### src/rtl/seg_scan_decoder.sv
// Scan-multiplexed 7-segment display decoder with per-digit debounce and frame handshake.
// Optional: define SEG_HEX_AF_EN to decode hex letters A-F.
module seg_scan_decoder #(
   parameter int NUM_DIGITS = 4,
   parameter int STABLE_CNT = 3
) (
   input  logic                      clk,
   input  logic                      rst,
   input  logic                      sample_en,
   input  logic [NUM_DIGITS-1:0]     anode_n,
   input  logic [6:0]                segments_n,
   output logic [4*NUM_DIGITS-1:0]   frame_digits,
   output logic [NUM_DIGITS-1:0]     frame_blank,
   output logic [NUM_DIGITS-1:0]     frame_err,
   output logic                      frame_valid,
   input  logic                      frame_ready,
   output logic                      overrun
);

   localparam logic [3:0] STB   = 4'(STABLE_CNT);
   localparam logic [3:0] STBM1 = 4'(STABLE_CNT - 1);

   // returns {err, blank, digit}
   function automatic logic [5:0] decode(input logic [6:0] p);
      logic [5:0] r;
      case (p)
         7'b1000000: r = {2'b00, 4'h0};
         7'b1111001: r = {2'b00, 4'h1};
         7'b0100100: r = {2'b00, 4'h2};
         7'b0110000: r = {2'b00, 4'h3};
         7'b0011001: r = {2'b00, 4'h4};
         7'b0010010: r = {2'b00, 4'h5};
         7'b0000010: r = {2'b00, 4'h6};
         7'b1111000: r = {2'b00, 4'h7};
         7'b0000000: r = {2'b00, 4'h8};
         7'b0010000: r = {2'b00, 4'h9};
`ifdef SEG_HEX_AF_EN
         7'b0001000: r = {2'b00, 4'hA};
         7'b0000011: r = {2'b00, 4'hB};
         7'b1000110: r = {2'b00, 4'hC};
         7'b0100001: r = {2'b00, 4'hD};
         7'b0000110: r = {2'b00, 4'hE};
         7'b0001110: r = {2'b00, 4'hF};
`endif
         7'b1111111: r = {2'b01, 4'h0};
         default:    r = {2'b10, 4'h0};
      endcase
      return r;
   endfunction

   logic [6:0]              last_pat [NUM_DIGITS];
   logic [3:0]              cnt      [NUM_DIGITS];
   logic [4*NUM_DIGITS-1:0] wdig;
   logic [NUM_DIGITS-1:0]   wblank;
   logic [NUM_DIGITS-1:0]   werr;
   logic [NUM_DIGITS-1:0]   seen;

   logic [NUM_DIGITS-1:0]   inv;
   logic                    legal;
   logic [NUM_DIGITS-1:0]   hit;
   logic [NUM_DIGITS-1:0]   match;
   logic [NUM_DIGITS-1:0]   accept;
   logic [5:0]              dec;
   logic                    seen_all;
   logic                    load;

   assign inv      = ~anode_n;
   assign legal    = sample_en && (inv != '0) &&
                     ((inv & (inv - NUM_DIGITS'(1))) == '0);
   assign dec      = decode(segments_n);
   assign seen_all = &seen;
   assign load     = seen_all && (!frame_valid || frame_ready);

   // cnt of zero never matches, so post-reset all-off starts a fresh run
   always_comb begin
      hit    = '0;
      match  = '0;
      accept = '0;
      for (int k = 0; k < NUM_DIGITS; k++) begin
         hit[k]    = legal && inv[k];
         match[k]  = (segments_n == last_pat[k]) && (cnt[k] != 4'd0);
         accept[k] = hit[k] &&
                     ((STB == 4'd1) || (match[k] && (cnt[k] == STBM1)));
      end
   end

   always_ff @(posedge clk or posedge rst) begin
      if (rst) begin
         for (int k = 0; k < NUM_DIGITS; k++) begin
            last_pat[k] <= 7'b1111111;
            cnt[k]      <= 4'd0;
         end
         wdig   <= '0;
         wblank <= '0;
         werr   <= '0;
      end else begin
         for (int k = 0; k < NUM_DIGITS; k++) begin
            if (hit[k]) begin
               if (match[k]) begin
                  if (cnt[k] != STB)
                     cnt[k] <= cnt[k] + 4'd1;
               end else begin
                  last_pat[k] <= segments_n;
                  cnt[k]      <= 4'd1;
               end
            end
            if (accept[k]) begin
               wdig[4*k +: 4] <= dec[3:0];
               wblank[k]      <= dec[4];
               werr[k]        <= dec[5];
            end
         end
      end
   end

   // acceptance on a load edge survives the clear
   always_ff @(posedge clk or posedge rst) begin
      if (rst) begin
         seen <= '0;
      end else begin
         seen <= (load ? '0 : seen) | accept;
      end
   end

   always_ff @(posedge clk or posedge rst) begin
      if (rst) begin
         frame_digits <= '0;
         frame_blank  <= '0;
         frame_err    <= '0;
         frame_valid  <= 1'b0;
         overrun      <= 1'b0;
      end else begin
         if (load) begin
            frame_digits <= wdig;
            frame_blank  <= wblank;
            frame_err    <= werr;
            frame_valid  <= 1'b1;
         end else if (frame_valid && frame_ready) begin
            frame_valid  <= 1'b0;
         end
         if (seen_all && frame_valid && !frame_ready)
            overrun <= 1'b1;
      end
   end

endmodule

### config.mk
export PLATFORM = sky130hd
export DESIGN_NAME = seg_scan_decoder
export DESIGN_NICKNAME = d
export VERILOG_FILES = /design/src/rtl/seg_scan_decoder.sv
export SDC_FILE = /design/constraint.sdc
export NUM_CORES = 1
export LEC_CHECK = 0
export BUFFER_PORTS_ARGS = -buffer_cell sky130_fd_sc_hd__buf_2
export CAP_MARGIN = 20
export CORE_ASPECT_RATIO = 1.2
export CORE_MARGIN = 5
export CORE_UTILIZATION = 64
export DETAILED_ROUTE_END_ITERATION = 6
export PLACE_DENSITY_LB_ADDON = 0.3
export REMOVE_ABC_BUFFERS = 1
export SLEW_MARGIN = 25
export SYNTH_ARGS = -nofsm -noshare
export SYNTH_HDL_FRONTEND = slang
export SYNTH_SLANG_ARGS = --single-unit
### constraint.sdc
create_clock -name clk -period 7.7 [get_ports clk]
set_clock_uncertainty 0.2 [all_clocks]
set_input_delay 1.925 -clock clk [delete_from_list [all_inputs] [get_ports clk]]
set_output_delay 1.925 -clock clk [all_outputs]
set_load 0.03 [all_outputs]
-- Word-level counts from Yosys, hierarchy flattened
Index checks and enable logic that the tools add are counted.
W data, S select, Z words.
- logic and storage cells: 118
- register bits: 98
- input port bits: 15
- output and inout port bits: 26
- equal/unequal tests: 26
- add/subtract/negate cells: 5
- bitwise gates (word level): 7
- multiplexer cells: 12
- reductions and logical operators: 42
- operators by type and width (cell ; number):
    $pmux W6 S11 ; 1
    $mux W4 ; 9
    $eq A7 B7 Y1 ; 4
    $eq A7 B7 Y1 const B ; 4
    $logic_and A1 B1 Y1 ; 22
    $eq A7 B5 Y1 const B ; 3
    $reduce_bool A4 Y1 ; 5
    $add A4 B1 Y4 const B ; 4
    $eq A4 B2 Y1 const B ; 4
    $ne A4 B2 Y1 const B ; 4
    $reduce_and A2 Y1 ; 8
    $eq A7 B6 Y1 const B ; 2
    $ne A2 B1 Y1 const B ; 4
    $eq A7 B2 Y1 const B ; 1
    $logic_not A7 Y1 ; 1
    $and A4 B4 Y4 ; 1
    $logic_not A4 Y1 ; 1
    $not A1 Y1 ; 4
    $not A4 Y4 ; 1
    $or A4 B4 Y4 ; 1
    $reduce_and A4 Y1 ; 1
    $sub A4 B1 Y4 const B ; 1
    $logic_not A1 Y1 ; 2
    $mux W1 ; 2
    other kinds (2) ; 2

-- Logic depth before layout (Yosys ltp)
- depth in word-level cells: 8
- depth in mapped cells: 6
- gate-level depth less buffers: 6

-- Worst setup path after synthesis
OpenSTA, ideal clock, no wires.
- path type: input -> register
- start: input port segments_n[2]
- end: register wdig[11]
- buffers on the path: 1
- stages: 5
- arrival: 3.286 ns
- setup slack: 4.086 ns
- required time: 7.372 ns
- library setup time: 0.128 ns
- path through: buf_2 > xor2_1 > nor4_4 > nand4_4 > mux2_1
- longest elaborated chain between the ends: 4
- elaborated cells between the ends (all ways): 16
- those cells by class: eq/ne (11); mux (1); reduce/logical (4)
- ends and longest elaborated chain (item ; line ; RTL):
    from (decl) ; 11 ; input logic [6:0] segments_n,
    branches (longest 4 deep; another with $pmux W6 S11) ; -- ;
    to (signal, indexed assignment) ; 108 ; wdig[4*k +: 4] <= dec[3:0];
    to (decl) ; 53 ; logic [4*NUM_DIGITS-1:0] wdig;
Several ways; the timed one is not identified.
A chain may end at the register's enable or synchronous reset.

-- Worst setup path after layout
- start: input port segments_n[0]
- end: register wdig[7]
The elaborated chain is that of the path after synthesis.

==> results.cfg <==
[setup_path]
crit_path_start_kind = input port
critPathKind = in2reg
crit_fanout = 14
cp-end-kind = flop
critPathRequiredTime_ns = 7.75
arrival_ns = 3.73

[grt]
grt_pass1_wl_um = 16800
antenna_found_initial = 0
overflow = 0
grt_max_degree = 55
track_usage_pct = 21.8
grt_pass1_vias = 3337

[floorplan]
rows = 35
die_x_um = 90.6
dieArea_um2 = 9660
start_util_pct = 65.4
io_pins = 41
die_h_um = 107
coreArea_um2 = 7620

[finish]
area_delta_synth_final_pct = 8.86
num-fill-cells = 547
layout.nets = 448
instances_no_fill = 518
n_antenna_cell = 0
drive_gt1_share_pct = 42.3

[run_status]
outcome = completed

[clock_tree]
post_cts_buffers = 0
cts.path.max_buffers = 2
ctsResizeCount = 0
htree_levels = 3
clk_latency_ns = 0.37
cts.reportedPaths.clkPinSlew_ns = 0.11
cts-root-buf = clkbuf_8
cts.sinks = 98
tritoncts = done
ctsHoldBuffers = 0
numCtsBuffers = 9

[timing]
final-max-slew-violation-count = 0
fmax_mhz = 272
slew-limit-headroom_pct = 47.7
rsz0062_at_grt = false
worstMarginPinSlew_ns = 0.783
period_minus_slack_ns = 3.68
finalSetupViolCount = 0
timing.hold.ws_ns = 0.292
hold_viol_final = 0
finalSetupTns_ns = 0
fin_crit_sh_pct = 47.7

[logic_synthesis]
synth-seq-cells = 98
ys.warnings.count = 0
synth_area_um2 = 4980
synth_area_leaders = dfrtp_1 (35%), mux2_2 (17%), dfstp_2 (15%)
synth_edf_count = 0
synth_top_cells_by_count = mux2_2 (75), dfrtp_1 (70), xor2_1 (29), dfstp_2 (28), inv_1 (18)
synthMostInstantiatedCell = mux2_2
synth_xor_area_share_pct = 5.10
ys_seq_area_share_pct = 49.9
synth_cell_types = 48
synthSimpleGateAreaFrac_pct = 13.8
synth-adder-area-share_pct = 3.01
syn_avg_cell_area_um2 = 12.9
synth.largest_area_cell = dfrtp_1
yosysTopAreaCellShare_pct = 35.1
synth_ff_type = dfrtp_1
synth_top_family_by_area = multiplexers
yosys-mux-area-fraction_pct = 17.8
synthCells = 385
synth_compound_area_share_pct = 7.26
async_reset_ff_share_pct = 100

[drt]
num_vias = 3196
drt-vias-per-instance = 6.17
wirelength_um = 9770
firstDrtPassIters = 4
wl_per_cell_um = 18.9
ant_nets = 0
drc = 0
drt-initial-drc-count = 155

[pwr]
peakVddDrop_uv = 137
p_leak_nw = 2.57
power_density_nw_per_um2 = 212

[place]
dpl.cell_count = 502
gp_congestion = 0.844
dpl.hpwl_um = 6790
io_buffers = 40

[run]
drv_cap = 0

[worst_hold_path]
hold_path_class = reg2reg
-- worst max-delay path: stages --
cell,delay (ns)
buf_2,0.30
xor2_1,0.16
a2111oi_4,0.64
nand4b_4,0.34
mux2_2,0.36
-- registers in the layout, indices dropped and copies added, names as in the netlist --
| signal | flops |
|---|---|
| seen | 4 |
| frame_blank | 4 |
| werr | 4 |
| last_pat | 28 |
| wblank | 4 |
| wdig | 16 |
| cnt | 16 |
| frame_err | 4 |
| overrun | 1 |
| frame_valid | 1 |
| frame_digits | 16 |
-- cells by family after synthesis --
family,after synthesis
buffers and inverters,35
adders and majority gates,12
DFF,98
muxes,79
AOI/OAI and AO/OA,42
xor gates and xnor gates,29
and+or+nand+nor,90
-- final timing paths --
path | start | end | slack [ns] | depth (start not counted)
min in group asynchronous | rst | frame_blank[1]$_DFFE_PP0P_ | 1.46 | 2
max in group asynchronous | rst | cnt[1]$_DFFE_PP0P_ | 4.64 | 3
hold reg to reg | overrun$_DFFE_PP0P_ | overrun$_DFFE_PP0P_ | 0.29 | 1
hold / removal | overrun$_DFFE_PP0P_ | overrun$_DFFE_PP0P_ | 0.29 | 1
setup / recovery | segments_n[0] | wdig[7]$_DFFE_PP0P_ | 4.02 | 5
setup reg to reg | cnt[4]$_DFFE_PP0P_ | wdig[9]$_DFFE_PP0P_ | 5.28 | 6
-- final cells by class --
type | count | area, um^2 | area share [%]
sequential | 98 | 2490 | 45.8
timing repair buffer | 42 | 215 | 3.97
clock inverter | 7 | 72.6 | 1.34
clock buffer | 9 | 124 | 2.28
tap | 92 | 115 | 2.12
inverter | 18 | 68.8 | 1.27
multi-input combinational | 252 | 2340 | 43.2
-- placed cells by master, fill, tap and decap left out, drive strengths merged, types with 3 or more instances in the layout --
master / n
mux2: 78
dfrtp: 70
buf: 42
xor2: 29
dfstp: 28
inv: 21
nand2: 17
ha: 12
nand4: 11
nor3b: 10
clkbuf: 9
nand3b: 8
nand3: 7
o21ai: 7
nor4: 6
nor2b: 6
a21oi: 6
nand4b: 5
nor2: 4
or3: 4
o211ai: 4
o22ai: 4
a32oi: 4
o31ai: 4
a2111oi: 3
clkinv: 3
-- power breakdown --
part | total [W] | leakage (nW) | switching [W] | internal (W)
logic | 0.000200 | 1.22 | 0.000116 | 0.0000843
registers | 0.000618 | 1.25 | 0.0000347 | 0.000584
clock network | 0.000331 | 0.0970 | 0.000204 | 0.000128
-- per-layer routing --
layer	vias up	GRT usage, %	wire length [um]
li1	1468	-	-
met4	0	9.57	263
met1	1625	29.0	4260
met2	78	35.0	4920
met3	25	3.86	331
met5	-	0	0
-- metrics by stage --
stage	setup WS [ns]	area [um^2]	power, W	util (%)
6_report	4.02	5430	0.00115	71.2
5_1_grt	3.92	5430	0.00121	71.2
4_1_cts	4.04	5430	0.00116	71.2
3_5_place_dp	3.64	5230	0.000827	68.6
3_3_place_gp	3.73	5230	0.000816	68.6
2_1_floorplan	3.06	4890	0.000779	-
Power figures use the tool's default switching activity.
